<file path="src/rtl/io_timer.sv">
// rtl/io_timer.sv - programmable down-counting timer on the processor I/O bus
//
// Optional build macro: IO_TIMER_IRQ_EN (adds CTRL.IE and the irq output)
//
// Ports:
//   clk      in   rising-edge system clock
//   reset    in   asynchronous active-low reset
//   dev_sel  in   3-bit device select (I/O address [4:2])
//   reg_sel  in   2-bit register select (I/O address [1:0])
//   data_in  in   16-bit write data
//   we       in   write strobe
//   data_out out  16-bit combinational read data, 0 when not selected
//   done     out  mirror of STATUS.DONE
//   irq      out  registered DONE && IE (IO_TIMER_IRQ_EN builds only)
//
// Registers: 0 CTRL {IE,AUTO,EN}, 1 LOAD, 2 COUNT, 3 STATUS {OVR,DONE} (W1C)

module io_timer #(
  parameter logic [2:0] DEV_ID   = 3'd2,
  parameter int         PRESCALE = 100
) (
  input  logic        clk,
  input  logic        reset,
  input  logic [2:0]  dev_sel,
  input  logic [1:0]  reg_sel,
  input  logic [15:0] data_in,
  input  logic        we,
  output logic [15:0] data_out,
  output logic        done
`ifdef IO_TIMER_IRQ_EN
  ,
  output logic        irq
`endif
);

  localparam int             PW      = (PRESCALE > 1) ? $clog2(PRESCALE) : 1;
  localparam logic [PW-1:0]  PRE_MAX = PW'(PRESCALE - 1);

  localparam logic [1:0] REG_CTRL   = 2'd0;
  localparam logic [1:0] REG_LOAD   = 2'd1;
  localparam logic [1:0] REG_COUNT  = 2'd2;
  localparam logic [1:0] REG_STATUS = 2'd3;

  logic          en;
  logic          auto_r;
  logic          ie;
  logic [15:0]   load_r;
  logic [15:0]   count_r;
  logic          done_r;
  logic          ovr_r;
  logic [PW-1:0] pre;

  logic sel;
  logic wr_ctrl, wr_load, wr_count, wr_status;
  logic run, tick, expire, start;
  logic clr_done, clr_ovr;
  logic [15:0] rd_data;

  assign sel       = (dev_sel == DEV_ID);
  assign wr_ctrl   = sel && we && (reg_sel == REG_CTRL);
  assign wr_load   = sel && we && (reg_sel == REG_LOAD);
  assign wr_count  = sel && we && (reg_sel == REG_COUNT);
  assign wr_status = sel && we && (reg_sel == REG_STATUS);

  assign clr_done  = wr_status && data_in[0];
  assign clr_ovr   = wr_status && data_in[1];

  // Enabled with a zero count (e.g. AUTO reload of LOAD=0) is a parked state:
  // the prescaler stays at 0 and no ticks or expiries happen.
  assign run    = en && (count_r != 16'd0);
  assign tick   = run && (pre == PRE_MAX);
  assign expire = tick && (count_r == 16'd1);

  // IDLE -> RUN transition; a zero count picks up the reload value.
  assign start  = wr_ctrl && data_in[0] && !en;

  // Control register
  always_ff @(posedge clk or negedge reset) begin
    if (!reset) begin
      en     <= 1'b0;
      auto_r <= 1'b0;
    end else if (wr_ctrl) begin
      en     <= data_in[0];
      auto_r <= data_in[1];
    end else if (expire && !auto_r) begin
      en     <= 1'b0;
    end
  end

`ifdef IO_TIMER_IRQ_EN
  always_ff @(posedge clk or negedge reset) begin
    if (!reset) begin
      ie  <= 1'b0;
      irq <= 1'b0;
    end else begin
      if (wr_ctrl) begin
        ie <= data_in[2];
      end
      irq <= done_r && ie;
    end
  end
`else
  assign ie = 1'b0;
`endif

  // Reload value; never touches COUNT on its own.
  always_ff @(posedge clk or negedge reset) begin
    if (!reset) begin
      load_r <= 16'd0;
    end else if (wr_load) begin
      load_r <= data_in;
    end
  end

  // Counter: a CPU write beats a same-cycle tick.
  always_ff @(posedge clk or negedge reset) begin
    if (!reset) begin
      count_r <= 16'd0;
    end else if (wr_count) begin
      count_r <= data_in;
    end else if (start) begin
      if (count_r == 16'd0) begin
        count_r <= load_r;
      end
    end else if (tick) begin
      if (count_r == 16'd1) begin
        count_r <= auto_r ? load_r : 16'd0;
      end else begin
        count_r <= count_r - 16'd1;
      end
    end
  end

  // Prescaler: cleared when not running and when a CTRL write starts or
  // stops the timer, so the first tick lands PRESCALE cycles after enable.
  // A CTRL write that leaves a running timer enabled does not disturb it.
  always_ff @(posedge clk or negedge reset) begin
    if (!reset) begin
      pre <= '0;
    end else if (!run || (wr_ctrl && (!data_in[0] || !en))) begin
      pre <= '0;
    end else if (tick) begin
      pre <= '0;
    end else begin
      pre <= pre + 1'b1;
    end
  end

  // Status: expiry beats a same-cycle W1C. OVR only counts an expiry that
  // lands on a DONE software has not tried to clear in that same cycle.
  always_ff @(posedge clk or negedge reset) begin
    if (!reset) begin
      done_r <= 1'b0;
      ovr_r  <= 1'b0;
    end else begin
      if (expire) begin
        done_r <= 1'b1;
      end else if (clr_done) begin
        done_r <= 1'b0;
      end

      if (expire && done_r && !clr_done) begin
        ovr_r <= 1'b1;
      end else if (clr_ovr) begin
        ovr_r <= 1'b0;
      end
    end
  end

  always_comb begin
    rd_data = 16'd0;
    case (reg_sel)
      REG_CTRL:   rd_data = {13'd0, ie, auto_r, en};
      REG_LOAD:   rd_data = load_r;
      REG_COUNT:  rd_data = count_r;
      REG_STATUS: rd_data = {14'd0, ovr_r, done_r};
      default:    rd_data = 16'd0;
    endcase
  end

  assign data_out = sel ? rd_data : 16'd0;
  assign done     = done_r;

endmodule

</file>
<file path="config.mk">
export PLATFORM = sky130hd
export DESIGN_NAME = io_timer
export DESIGN_NICKNAME = d
export VERILOG_FILES = /design/src/rtl/io_timer.sv
export SDC_FILE = /design/constraint.sdc
export NUM_CORES = 1
export LEC_CHECK = 0
export ABC_CLOCK_PERIOD_IN_PS = 2000
export CORE_ASPECT_RATIO = 0.6
export CORE_MARGIN = 4
export CORE_UTILIZATION = 30
export CTS_CLUSTER_DIAMETER = 50
export DETAILED_ROUTE_END_ITERATION = 16
export GPL_TIMING_DRIVEN = 0
export HOLD_SLACK_MARGIN = 0.05
export PLACE_DENSITY = 0.6
export SLEW_MARGIN = 25
export SYNTH_ARGS = -nofsm -noshare
export SYNTH_HDL_FRONTEND = slang
export SYNTH_SLANG_ARGS = --single-unit
</file>
<file path="constraint.sdc">
create_clock -name clk -period 2 [get_ports clk]
set_input_delay 0.3 -clock clk [delete_from_list [all_inputs] [get_ports clk]]
set_output_delay 0.3 -clock clk [all_outputs]
set_load 0.02 [all_outputs]
</file>
* Word level (Yosys, flattened, before mapping)
Cells that the tools add are included.
** Cells by class
- $add $sub $neg :: 2
- Multipliers :: 0
- Div/mod/pow operators :: 0
- Magnitude comparators :: 0
- Equality and inequality tests :: 7
- Shifts and indexed selects :: 0
- Muxes and demuxes :: 16
- Bitwise logic cells :: 0
- Reduce and logical (&&, ||, !) cells :: 31
** Operators by type and width (count)
- 2-to-1 mux 16 bit :: 7
- case mux 16 bit (4 select lines) :: 1
- == test 16 x 1 -> 1 bit, second input constant :: 1
- logical AND 1 bit :: 16
- zero test 16 bit :: 1
- nonzero test 16 bit :: 1
- subtractor 16 x 1 -> 16 bit, second input constant :: 1
- 2-to-1 mux 7 bit :: 2
- adder 7 x 1 -> 7 bit, second input constant :: 1
- == test 7 bit, second input constant :: 1
- 2-to-1 mux 1 bit :: 6
- nonzero test 2 bit :: 3
- zero test 1 bit :: 5
- == test 2 bit, second input constant :: 2
- == test 3 x 2 -> 1 bit, second input constant :: 1
- != test 3 x 2 -> 1 bit, second input constant :: 1
- nonzero test 3 bit :: 1
- == test 2 x 1 -> 1 bit, second input constant :: 1
- zero test 2 bit :: 1
- logical OR 1 bit :: 2
- AND reduction 2 bit :: 1
** Word-level totals
- Register bits after elaboration :: 43
- Bits in latches :: 0
- Memory bits (writable) :: 0
- Bits in read-only memories :: 0
- Output and inout bits :: 17
- Word-level logic and storage cells :: 63
- Memories kept :: 0

* Depth between registers and ports, before layout
- Depth in word-level cells :: 7
- Gate-level depth with buffers :: 9
- Depth with buffers taken out :: 8

* Worst setup path before layout
No wires, ideal clock.
- Kind :: flip-flop to flip-flop
- Start :: reg count_r[7]
- End :: reg en
- Setup time :: 139 ps
- Arrival :: 2049 ps
- Data required time :: 1861 ps
- Path slack :: -188 ps
- Cell stages (with the launch flop) :: 7
- Path buffers :: 0
- Clock period less this slack :: 2188 ps
- Cell sequence :: dfrtp_1 > or4_4 > or3_2 > nor4_1 > nand3b_1 > o21ai_0 > o21ai_0
** Between the ends
- Longest elaborated chain between the ends :: 6
- Elaborated cells between the ends (all ways) :: 7
- Those cells by class :: eq/ne: 1; reduce/logical: 6
** RTL lines
- start, declared :: RTL line 48 : logic [15:0] count_r;
- start signal, assigned :: RTL line 120 : count_r <= data_in;
- start signal, assigned :: RTL line 123 : count_r <= load_r;
- start signal, assigned :: RTL line 127 : count_r <= auto_r ? load_r : 16'd0;
- nonzero test 16 bit :: RTL line 70 : assign run = en && (count_r != 16'd0);
- logical AND 1 bit :: RTL line 70
- logical AND 1 bit :: RTL line 71 : assign tick = run && (pre == PRE_MAX);
- logical AND 1 bit * :: RTL line 72 : assign expire = tick && (count_r == 16'd1);
- logical AND 1 bit * :: RTL line 85 : end else if (expire && !auto_r) begin
- nonzero test 2 bit (no line) *
- end signal, assigned :: RTL line 83 : en <= data_in[0];
- end, declared :: RTL line 44 : logic en;
Every way passes the cells marked *; elsewhere a longest branch is shown, timed or not.
A chain may end at the register's enable or synchronous reset.

* Final worst setup path
- Start :: reg count_r[7]
- End :: reg count_r[12]
** Between the ends
- Longest elaborated chain between the ends :: 5
- Elaborated cells between the ends (all ways) :: 13
- Those cells by class :: add/sub: 1; eq/ne: 2; mux: 4; reduce/logical: 6
** RTL lines
- subtractor 16 x 1 -> 16 bit, or another cell as far along :: RTL line 129 : count_r <= count_r - 16'd1;
- 2-to-1 mux 16 bit or logical AND 1 bit (tied branches) :: RTL line 126, 70
- 2-to-1 mux 16 bit or logical AND 1 bit (tied branches) :: RTL line 125, 71
- 2-to-1 mux 16 bit or nonzero test 3 bit (tied branches)
- 2-to-1 mux 16 bit or AND reduction 2 bit (tied branches)
Parallel ways exist; a longest one is shown, timed or not. The select of a mux whose other input is x is not followed.

==> impl_metrics.env <==
export IMPL_status="finished with violations"
export IMPL_violations="negative setup slack"
export IMPL_hold_class="input pin to asynchronous set/reset pin"
export IMPL_grt_max_degree=30
export IMPL_fmax_mhz=439
export IMPL_power_density_nw_per_um2=807
export IMPL_ant_nets=0
export IMPL_path_cells="or4_4 > nor4_4 > buf_6 > buf_4 > a21boi_4 > nor3_4 > buf_6 > buf_6 > a22oi_1 > o21ai_1"
export IMPL_ys_ff_latch=43
export IMPL_syn_area_per_cell_sq_um=9.23
export IMPL_fin_crit_sh_pct=114
export IMPL_cts_tree="built"
export IMPL_drive_above_1_share_pct=34.2
export IMPL_critPathSlowestCell="or4_4"
export IMPL_viasPerCell=5.49
export IMPL_layout_nets=390
export IMPL_fin_area_sq_um=3830
export IMPL_utilization_pct=44.2
export IMPL_drt_pass1_iter_count=5
export IMPL_ys_flop_type="dfrtp_1"
export IMPL_clkLatencyLatePin_ns=0.29
export IMPL_cpMostUsedCell="buf_6"
export IMPL_async_reset_ff_share_pct=100
export IMPL_design_core_area_sq_um=8650
export IMPL_grt_pass1_wl_microns=13900
export IMPL_drt_initial_drc_count=201
export IMPL_end_kind="flip-flop"
export IMPL_ys_types=52
export IMPL_holdWs_ns=0.440
export IMPL_period_minus_slack_ns=2.28
export IMPL_timing_slew_headroom_pct=58.7
export IMPL_finalSetupViolCount=17
export IMPL_port_buffers=39
export IMPL_synth_area_top_cells="dfrtp_1 40%, nor2_1 7.2%, mux2_2 6.2%"
export IMPL_synth_edf_count=0
export IMPL_cp_buffers_inverters=4
export IMPL_cts_buffers=5
export IMPL_wire_per_inst_microns=18.8
export IMPL_synth_area_leader_cell="dfrtp_1"
export IMPL_synth_fp_nets=321
export IMPL_clock_sinks=43
export IMPL_vias=2608
export IMPL_crit_family="simple AND/OR/NAND/NOR gates"
export IMPL_hold_violations=0
export IMPL_dieArea_sq_um=10600
export IMPL_slew_violations=0
export IMPL_yosysSeqAreaShare_pct=39.8
export IMPL_ys_warnings_count=0
export IMPL_htree_levels=2
export IMPL_crit_arrival_ns=2.50
export IMPL_p_leak_nw=1.58
export IMPL_antenna_found_initial=0
export IMPL_dpl_instance_area_sq_um=3280
export IMPL_synthesis_area_sq_um=2700
export IMPL_top_level_ports=41
export IMPL_path_clk_slew_ns=0.06
export IMPL_clock_path_buffers=2
export IMPL_syn_to_final_growth_pct=41.5
export IMPL_crit_required_ns=2.22
export IMPL_crit_path_start_kind="flip-flop"
export IMPL_grtUsageTotal_pct=17.0
export IMPL_clockRootBuffer="clkbuf_16"
export IMPL_grt_pass1_vias=2561
export IMPL_path_max_fanout=5
export IMPL_num_rows=26
export IMPL_antenna_cells=0
export IMPL_die_w_microns=131
export IMPL_max_stage_delay_ns=0.57
export IMPL_drc=0
export IMPL_synth_top_area_share_pct=39.8
export IMPL_rsz0062_at_grt="true"
export IMPL_maxCapViolCount=0
export IMPL_finalWorstSetupSlack_ns=-0.280
export IMPL_regToRegStartpoint="count_r[7]"
export IMPL_worstSetupStartpoint="count_r[7]"
export IMPL_globalplace_congestion=0.875
export IMPL_synthCells=293
export IMPL_skew_ns=0.00419
export IMPL_overflow=0
export IMPL_wl_microns=8940
export IMPL_dpl_hpwl_microns=6130
export IMPL_start_util_pct=31.2
export IMPL_peakVddDrop_mv=0.333
export IMPL_worstSetupPathType="flip-flop to flip-flop"
export IMPL_dieHeight_microns=81.5
export IMPL_tightest_slew_ns=0.620
-- sequential cells by signal, summed over array words and instances, names as in the netlist --
name	count
en	1
load_r	16
count_r	16
done	1
pre	7
auto_r	1
ovr_r	1
-- per-stage QoR --
| stage | TNS [ns] | instances | worst slack, ns | total power, mW |
|---|---|---|---|---|
| after floorplan | -0.208 | 293 | -0.0349 | 1.66 |
| after global placement | -65.35 | 444 | -1.08 | 1.89 |
| after detailed placement | -40.35 | 445 | -1.10 | 1.92 |
| after CTS | -3.13 | 463 | -0.220 | 2.99 |
| after global routing | -5.33 | 475 | -0.344 | 3.24 |
| final | -3.86 | 475 | -0.280 | 3.09 |
-- layout by cell type, fill, tap and decap left out, types with 3 or more instances in the layout --
cell | netlist | routed
nor2_1 | 52 | 51
dfrtp_1 | 43 | 37
buf_4 | 1 | 17
clkdlybuf4s50_1 | 0 | 17
a22oi_1 | 17 | 16
nand2_1 | 16 | 15
mux2_2 | 15 | 15
clkbuf_2 | 0 | 14
nor3_1 | 13 | 10
buf_6 | 3 | 8
xnor2_1 | 8 | 8
o21ai_1 | 4 | 8
dlygate4sd2_1 | 0 | 8
a21oi_1 | 7 | 7
o21ai_0 | 12 | 6
dfrtp_2 | 0 | 6
clkbuf_16 | 0 | 6
o31ai_1 | 9 | 5
nor4_1 | 7 | 5
a211oi_1 | 10 | 5
inv_1 | 5 | 4
nand3_1 | 5 | 4
xor2_1 | 4 | 4
buf_2 | 3 | 4
o31ai_2 | 0 | 4
a211oi_2 | 0 | 4
nor3_2 | 0 | 3
or4_4 | 1 | 3
nor3b_4 | 0 | 3
nand4_1 | 3 | 3
nor2b_1 | 3 | 3
ha_1 | 4 | 3
-- cell families after synthesis --
kind of cell	synth area share (%)
AND/OR/NAND/NOR	24.9
AO/OA/AOI/OAI	17.4
flip-flops	39.8
buffers and inverters	4.30
multiplexers	7.91
XOR/XNOR	3.89
adder cells (fa/ha/maj)	1.85
-- report_power, final --
part	internal [mW]	switching, mW	total (mW)	leakage (nW)
clock network	0.621	0.354	0.975	0.0868
registers	1.02	0.191	1.21	0.549
logic	0.465	0.432	0.897	0.945
total	2.11	0.977	3.09	1.58
-- per-layer routing --
layer	vias up	wire length (microns)	part of all wire, %	global-route usage, %
li1	1210	-	-	-
met5	-	0	0	0
met3	11	732	8.2	3.70
met2	109	3580	40	22.9
met1	1278	4510	51	26.5
met4	0	112	1.3	5.13
-- synthesized netlist by cell type, types with 4 or more instances --
master and n:
nor2_1 52, dfrtp_1 43, a22oi_1 17, nand2_1 16, mux2_2 15, nor3_1 13, o21ai_0 12, clkbuf_1 11
a211oi_1 10, o31ai_1 9, xnor2_1 8, a21oi_1 7, nor4_1 7, inv_1 5, nand3_1 5, ha_1 4
nor3b_1 4, o21ai_1 4, xor2_1 4
-- worst paths after layout --
path	to	slack [ns]	depth (start not counted)
worst max-delay path	count_r[12]	-0.28	10
min in group clk	en	0.44	4
worst min-delay path	load_r[6]	0.44	2
max in group asynchronous	auto_r	1.06	3
worst min register to register	pre[0]	0.46	1
worst max register to register	count_r[12]	-0.28	10
-- repair_timing --
action | 4_1_cts | 5_1_grt
buffers inserted | 9 | 10
setup endpoints to repair | 58 | 37
endpoints found under the hold margin | 14 | 0
cloned | 1 | 2
pin swaps | 15 | 16
resized for setup | 69 | 46
hold buffers | 1 | 0
-- area by class of cell --
type	count	area, sq um
sequential	43	1080
fill	846	4830
clock buffer	6	139
multi-input combinational	227	1710
inverter	5	18.8
timing repair buffer	63	553
tap	112	140
clock inverter	2	35.0
buffer	17	145
Note: power is estimated with default switching activity, not from simulation.
